File: src/rtl/sync_pkg.sv
// Shared definitions for the data_sync_ctrl slice.
//   state_t     : handshake FSM state encoding
//   XFER_CNT_W  : width of the completed-transfer counter
package sync_pkg;

    typedef enum logic [1:0] {
        IDLE     = 2'd0,
        WAIT_RDY = 2'd1,
        ACK_HI   = 2'd2
    } state_t;

    localparam int unsigned XFER_CNT_W = 8;

endpackage

File: src/rtl/req_sync.sv
// Multi-flop synchronizer for a single asynchronous control bit.
//   CLK      : destination clock
//   RST      : asynchronous active-high reset, clears every stage
//   async_in : bit from the foreign clock domain
//   sync_out : last stage, safe to use in the CLK domain
module req_sync #(
    parameter int unsigned NUM_STAGES = 2
) (
    input  logic CLK,
    input  logic RST,
    input  logic async_in,
    output logic sync_out
);

    logic [NUM_STAGES-1:0] stage_q;

    always_ff @(posedge CLK or posedge RST) begin
        if (RST) begin
            stage_q <= '0;
        end else begin
            stage_q <= {stage_q[NUM_STAGES-2:0], async_in};
        end
    end

    assign sync_out = stage_q[NUM_STAGES-1];

endmodule

File: src/rtl/data_sync_ctrl.sv
// Four-phase request/acknowledge receiver that moves a data word from a foreign
// clock domain into the CLK domain. Only the request is synchronized; the bus is
// captured directly because the source holds it stable while UNSYNC_REQ is high.
//   CLK, RST    : destination clock, asynchronous active-high reset
//   UNSYNC_REQ  : request from the source domain
//   UNSYNC_BUS  : source data word
//   SYNC_READY  : local consumer can take a word this cycle
//   SYNC_ACK    : acknowledge back to the source (high only in ACK_HI)
//   SYNC_BUS    : captured word, held until the next capture
//   SYNC_VALID  : one-cycle pulse when SYNC_BUS is updated
//   BUSY        : FSM not idle
//   PROTO_ERR   : sticky, request withdrawn before it was captured
//   XFER_CNT    : completed transfers, wraps at 255
module data_sync_ctrl
    import sync_pkg::*;
#(
    parameter int unsigned NUM_STAGES = 2,
    parameter int unsigned BUS_WIDTH  = 8
) (
    input  logic                  CLK,
    input  logic                  RST,
    input  logic                  UNSYNC_REQ,
    input  logic [BUS_WIDTH-1:0]  UNSYNC_BUS,
    input  logic                  SYNC_READY,
    output logic                  SYNC_ACK,
    output logic [BUS_WIDTH-1:0]  SYNC_BUS,
    output logic                  SYNC_VALID,
    output logic                  BUSY,
    output logic                  PROTO_ERR,
    output logic [XFER_CNT_W-1:0] XFER_CNT
);

    logic req_s;

    req_sync #(
        .NUM_STAGES(NUM_STAGES)
    ) u_req_sync (
        .CLK      (CLK),
        .RST      (RST),
        .async_in (UNSYNC_REQ),
        .sync_out (req_s)
    );

    state_t                  state_q, state_d;
    logic                    capture;
    logic                    set_err;
    logic                    inc_cnt;
    logic [BUS_WIDTH-1:0]    bus_q;
    logic                    valid_q;
    logic                    err_q;
    logic [XFER_CNT_W-1:0]   cnt_q;

    always_comb begin
        state_d = state_q;
        capture = 1'b0;
        set_err = 1'b0;
        inc_cnt = 1'b0;
        case (state_q)
            IDLE: begin
                if (req_s) begin
                    if (SYNC_READY) begin
                        capture = 1'b1;
                        state_d = ACK_HI;
                    end else begin
                        state_d = WAIT_RDY;
                    end
                end
            end
            WAIT_RDY: begin
                // A withdrawn request takes priority over a late READY.
                if (!req_s) begin
                    set_err = 1'b1;
                    state_d = IDLE;
                end else if (SYNC_READY) begin
                    capture = 1'b1;
                    state_d = ACK_HI;
                end
            end
            ACK_HI: begin
                if (!req_s) begin
                    inc_cnt = 1'b1;
                    state_d = IDLE;
                end
            end
            default: state_d = IDLE;
        endcase
    end

    always_ff @(posedge CLK or posedge RST) begin
        if (RST) begin
            state_q <= IDLE;
            bus_q   <= '0;
            valid_q <= 1'b0;
            err_q   <= 1'b0;
            cnt_q   <= '0;
        end else begin
            state_q <= state_d;
            valid_q <= capture;
            if (capture) begin
                bus_q <= UNSYNC_BUS;
            end
            if (set_err) begin
                err_q <= 1'b1;
            end
            if (inc_cnt) begin
                cnt_q <= cnt_q + XFER_CNT_W'(1);
            end
        end
    end

    assign SYNC_ACK   = (state_q == ACK_HI);
    assign BUSY       = (state_q != IDLE);
    assign SYNC_BUS   = bus_q;
    assign SYNC_VALID = valid_q;
    assign PROTO_ERR  = err_q;
    assign XFER_CNT   = cnt_q;

endmodule

File: config.mk
export PLATFORM = sky130hd
export DESIGN_NAME = data_sync_ctrl
export DESIGN_NICKNAME = d
export VERILOG_FILES = /design/src/rtl/sync_pkg.sv /design/src/rtl/req_sync.sv /design/src/rtl/data_sync_ctrl.sv
export SDC_FILE = /design/constraint.sdc
export NUM_CORES = 1
export LEC_CHECK = 0
export CAP_MARGIN = 30
export CORE_ASPECT_RATIO = 1.5
export CORE_MARGIN = 5
export CORE_UTILIZATION = 41
export CTS_BUF_LIST = sky130_fd_sc_hd__clkbuf_4
export CTS_CLUSTER_DIAMETER = 40
export CTS_CLUSTER_SIZE = 40
export DETAILED_ROUTE_END_ITERATION = 16
export PLACE_DENSITY = 0.76
export SETUP_SLACK_MARGIN = 0.05
export SLEW_MARGIN = 25
export SYNTH_ARGS = -nofsm -noshare
export SYNTH_HDL_FRONTEND = slang
export SYNTH_SLANG_ARGS = --single-unit
File: constraint.sdc
create_clock -name CLK -period 1.25 [get_ports CLK]
set_input_delay 0.125 -clock CLK [delete_from_list [all_inputs] [get_ports CLK]]
set_output_delay 0.125 -clock CLK [all_outputs]
set_load 0.1 [all_outputs]
---- After elaboration in Yosys (flattened, before gate mapping) ----
Index checks and enable logic that the tools add are counted.
operators by class
  muxes and demuxes ....................... 12
  add/subtract/negate cells ............... 1
  reduce and logical (&&, ||, !) cells .... 4
  equality and inequality tests ........... 5
operators with widths
  kind                                           count
  two-way mux 2 bit                              5
  adder 8 x 1 -> 8 bit, second input constant    1
  two-way mux 1 bit                              6
  one-hot mux 2 bit (3 select lines)             1
  != test 3 bit, second input constant           1
  AND reduction 3 bit                            1
  == test 2 x 1 -> 1 bit, second input constant  1
  == test 2 bit, second input constant           1
  logical NOT 2 bit                              1
  != test 2 x 1 -> 1 bit, second input constant  1
  != test 2 bit, second input constant           1
  nonzero test 2 bit                             1
  OR reduction 2 bit                             1
word-level totals
  input port bits ......................... 12
  output and inout bits ................... 20
  logic and storage cells ................. 28
  register bits after elaboration ......... 22

---- Longest topological paths before layout ----
  depth after elaboration ................. 3
  depth in mapped cells ................... 4

---- By module ----
From an unflattened synthesis, not the netlist that was laid out.
unflattened totals
  cells, all modules ...................... 64
  area, all modules ....................... 929.6 sq um
modules (own cells, without submodules)
  module          area an instance (sq um)  seq. area each (sq um)  instances  cells each
  data_sync_ctrl  875.8                     500.5                   1          61
  req_sync        53.8                      50.0                    1          3

---- Worst setup path after synthesis ----
Ideal clock, no wire load.
  kind .................................... reg2reg
  from .................................... register state_q[1]
  to ...................................... register state_q[1]
  arrival ................................. 2.061 ns
  path buffers ............................ 0
  slack ................................... -0.882 ns
  period minus slack after synthesis ...... 2.132 ns
  cell stages (with the launch flop) ...... 4
  path through ............................ dfrtp_1 nor2b_1 nand2_1 nand2_1
on the way
  longest elaborated chain between the ends .. 3
  elaborated cells between the ends (all ways) .. 8
  those cells by class .................... 5 x eq/ne; 1 x mux; 2 x reduce/logical
ends and longest elaborated chain
  element                        RTL line              source
  start: declaration             data_sync_ctrl.sv:44  state_t state_q, state_d;
  start signal: assignment       data_sync_ctrl.sv:97  state_q <= state_d;
  == test 2 bit (*)              n/a
  named net SYNC_ACK             data_sync_ctrl.sv:25  output logic SYNC_ACK,
  != test 2 bit (no line)        n/a
  AND reduction 3 bit (no line)  n/a
Mark *: on every way through the listed nets, which the timed path passes. The rest lies on a longest branch.
A chain may end at the register's enable or synchronous reset.

---- Worst setup path in the final report ----
  from .................................... register state_q[1]
  to ...................................... output BUSY
on the way
  longest elaborated chain between the ends .. 1
ends and longest elaborated chain
  element             RTL line               source
  nonzero test 2 bit  data_sync_ctrl.sv:112  assign BUSY = (state_q != IDLE);
  end: declaration    data_sync_ctrl.sv:28   output logic BUSY,
Every way passes these cells.

==> summary.md <==
The tools report the initial antenna violation count as 0. sky130_fd_sc_hd__dfrtp_1 takes more of the synthesized area than any other cell. By startpoint and endpoint, the worst setup path is classified as reg -> out. At the worst endpoint, the arrival time is 1250 ps. The run gives 2210 sq um as the area of the core. sky130_fd_sc_hd__dfrtp_1 is the most common cell in the netlist. The most used flip-flop cell after synthesis was sky130_fd_sc_hd__dfrtp_1. For the final database, setup skew stands at 6.85 ps. The area fraction of the dominant cell type after synthesis was 0.595; the minimum clock period was 1380 ps.

Clock slew at the register clock pins of the worst setup and hold paths: 120 ps. For the pin with the worst max-slew slack, the measured transition is 292 ps. The type of element capturing the critical path was a primary output.

The average detailed-routed wire length per instance works out to 16.4 microns. Traced cell by cell, the critical path runs through buf_6 > or2_4 > buf_12. During placement, the flow inserted port buffers numbering 31. Summed over all nets, the half-perimeter wirelength after detailed placement is 1.61 mm. The count of cells in the finished layout, fillers not included, comes to 131. Summing every instance area after synthesis gives 926 sq um. The share of post-route cells with drive strength above 1 is 0.685, and the power density normalized to cell area is 2150 nW/um^2.

The run gives -129 ps as the final worst-path setup slack. The run finished, with violations left. The run gives 32 as the boundary pin count. The maximum number of buffers from clock root to sink is 2. After routing the design area is 1670 sq um. The checks that failed: negative setup slack.

Post-layout utilization of the core: 0.755. Entering global routing, the biggest net connects 13 pins. Including well taps, the total number of placed cells is 121.

The tools report the origin of the critical flop-to-flop path as state_q[1]. The synthesized design contains 22 register bits. In this run the clock root is driven by a sky130_fd_sc_hd__clkbuf_4. For the overall routed net length, the log shows 2.14 mm. The clock reaches the later pin of the worst-skew pair after 320 ps. The run gives 0 as the number of warnings reported in the yosys synthesis log. STA classifies the critical path startpoint as a flip-flop. In this run the number of cells on the critical path is 3.

On the worst path, the slowest cell contributes a delay of 420 ps. The overall track demand over capacity in global routing was 0.144. The cell family contributing the most delay on the critical path is flip-flops.

Once placement finished, the instance area stood at 1570 sq um. Counting the buffers created by CTS gives 3. For the via count of the first global-routing pass, the log shows 696. The initial core utilization came out at 0.420. The cell count after synthesis came out at 63. The first global-routing pass estimated 3.54 mm of wire.

The tools report the overall power consumption as 3.58 mW. Ranked by instance count, the synthesized netlist is headed by sky130_fd_sc_hd__dfrtp_1 (22), sky130_fd_sc_hd__mux2_4 (8), sky130_fd_sc_hd__nand2_1 (7). The sequential element share of the synthesized area was 0.595.

The path class of the tightest hold or removal check is in -> async. The final hold violation count is 0, and the proportion of synthesized flip-flops having asynchronous set or reset is 1.00. Before CTS, the worst setup slack after placement is -103 ps. The worst-case IR drop observed on VDD is 2410 uV.

Via density per instance: 4.95. Setup repair after global routing could not meet its margin everywhere. In this run, post-CTS hold repair placed 0 buffers. The run gives 11 as the count of endpoints failing setup in the final report.

For the distinct cell type count after synthesis, the log shows 18. The tools report the worst relative slew slack as 0.805. Number of buffers and inverters on the critical path: 2.

For the count of antenna diodes in the layout, the log shows 0. The critical-path cell with the highest stage delay is sky130_fd_sc_hd__dfrtp_1. The analysis attributes to cell leakage a power of 0.744 nW. Each instance of the synthesized netlist takes up on average 14.7 sq um. In this run, synthesis inferred 0 flip-flops with an integrated enable. Timing would allow up to 725 MHz. The net count after synthesis came out at 76. Yosys attributes the largest share of cell area to sky130_fd_sc_hd__dfrtp_1 (59%), sky130_fd_sc_hd__mux2_4 (13%), sky130_fd_sc_hd__xor2_1 (5.7%), sky130_fd_sc_hd__nand4bb_4 (3.0%), sky130_fd_sc_hd__nand2_1 (2.8%). The first routing iteration left 3 violations.

The clock net in this run drives a total of 22 sinks. The logs give 2 for the first-pass iteration count of the detailed router and 1120 ps for the endpoint required time on the critical path. The run gives 0 as the final number of max-transition violations. The tools report the critical path startpoint as state_q[1].

From left edge to right edge, the die measures 48.8 microns. The global-route congestion overflow total is 0. Overall die height: 68.2 microns.

Maximum fanout encountered on the critical timing path: 4. The detailed router placed 649 vias in this run. The tool flagged a number of max-cap violations equal to 0.

TritonCTS built the clock tree. The part of the cycle the worst path needs was 1.10; the number of nets at the end of the flow was 122. Compared with the post-synthesis result, the final layout area differs by 79.9%. The count of nets left with antenna violations once routing finished came out at 0. The floorplan has 21 rows. The DRC violation count after routing was 0.

The congestion estimate from routability-driven global placement came to 0.678. The tools report the H-tree depth as 1. The worst reg2reg path depth was 4; the total die area was 3330 sq um.
==> state kept, by name, summed over array words and instances (netlist names) <==
signal and count:
SYNC_BUS 8, XFER_CNT 8, state_q 2, u_req_sync.stage_q 2, PROTO_ERR 1, SYNC_VALID 1
==> per-stage QoR <==
| stage | setup TNS (ps) | hold slack (ps) |
|---|---|---|
| 3_5_place_dp | -772 | 341 |
| 6_report | -803 | 34.5 |
| 5_1_grt | -1430 | 48.5 |
| 2_1_floorplan | -12.9 | 114 |
| 4_1_cts | -720 | 30.7 |
| 3_3_place_gp | -505 | 338 |
==> kinds of logic (layout without fill, tap and decap cells) <==
group,count (synthesis),after routing,synth area share
flops,22,22,0.595
simple gates,21,21,0.164
mux,9,9,0.142
xor+xnor,7,7,0.0662
buf+inv,3,48,0.0203
fa+ha+maj,1,1,0.0135
==> worst register-to-register path, cell delays in order (launching register included) <==
cell	delay, ps
sky130_fd_sc_hd__dfrtp_1	420
sky130_fd_sc_hd__buf_4	140
sky130_fd_sc_hd__nand3b_1	200
sky130_fd_sc_hd__buf_12	180
sky130_fd_sc_hd__mux2_4	300
==> layout by cell type, fill, tap and decap left out, types with 2 or more instances in the layout <==
| cell | netlist | final |
|---|---|---|
| sky130_fd_sc_hd__xor2_1 | 6 | 6 |
| sky130_fd_sc_hd__dfrtp_4 | 0 | 7 |
| sky130_fd_sc_hd__nor2_2 | 0 | 2 |
| sky130_fd_sc_hd__clkdlybuf4s50_1 | 0 | 11 |
| sky130_fd_sc_hd__nand2_1 | 7 | 6 |
| sky130_fd_sc_hd__mux2_4 | 8 | 9 |
| sky130_fd_sc_hd__dfrtp_1 | 22 | 4 |
| sky130_fd_sc_hd__dfrtp_2 | 0 | 11 |
| sky130_fd_sc_hd__buf_12 | 0 | 21 |
| sky130_fd_sc_hd__inv_1 | 2 | 2 |
| sky130_fd_sc_hd__buf_4 | 0 | 9 |
| sky130_fd_sc_hd__nor3_2 | 2 | 2 |
| sky130_fd_sc_hd__clkbuf_4 | 0 | 3 |
==> power by group <==
group	leakage, nW	internal (mW)	switching, mW
Clock	0.0154	0.117	0.220
Combinational	0.481	0.820	1.26
Sequential	0.248	0.915	0.247
==> path summary, 6_finish.rpt <==
check	endpoint	slack, ps
max	BUSY	-130
max reg2reg	SYNC_BUS[4]	-80
min in group CLK	u_req_sync.stage_q[0]	240
max in group asynchronous	SYNC_BUS[3]	770
min	u_req_sync.stage_q[0]	30
min reg2reg	u_req_sync.stage_q[1]	370
==> per-layer routing <==
metal,vias up,GRT usage,part of all wire
li1,302,-,-
met1,324,0.175,0.38
met2,18,0.222,0.54
met3,5,0.0370,0.042
met4,0,0.101,0.030
met5,-,0,0
==> area by class of cell <==
cell class / instances / area (sq um)
tap: 23 / 28.8
sequential: 22 / 591
timing repair buffer: 42 / 609
clock buffer: 3 / 22.5
fill: 146 / 542
multi-input combinational: 38 / 403
clock inverter: 1 / 3.75
inverter: 2 / 7.51
==> repair_timing <==
item | in CTS | in global routing
pin swaps | 2 | 7
endpoints found under the setup margin | 12 | 19
gates resized for setup | 4 | 4
setup buffers | 4 | 2
(Power assumes the default switching activity.)
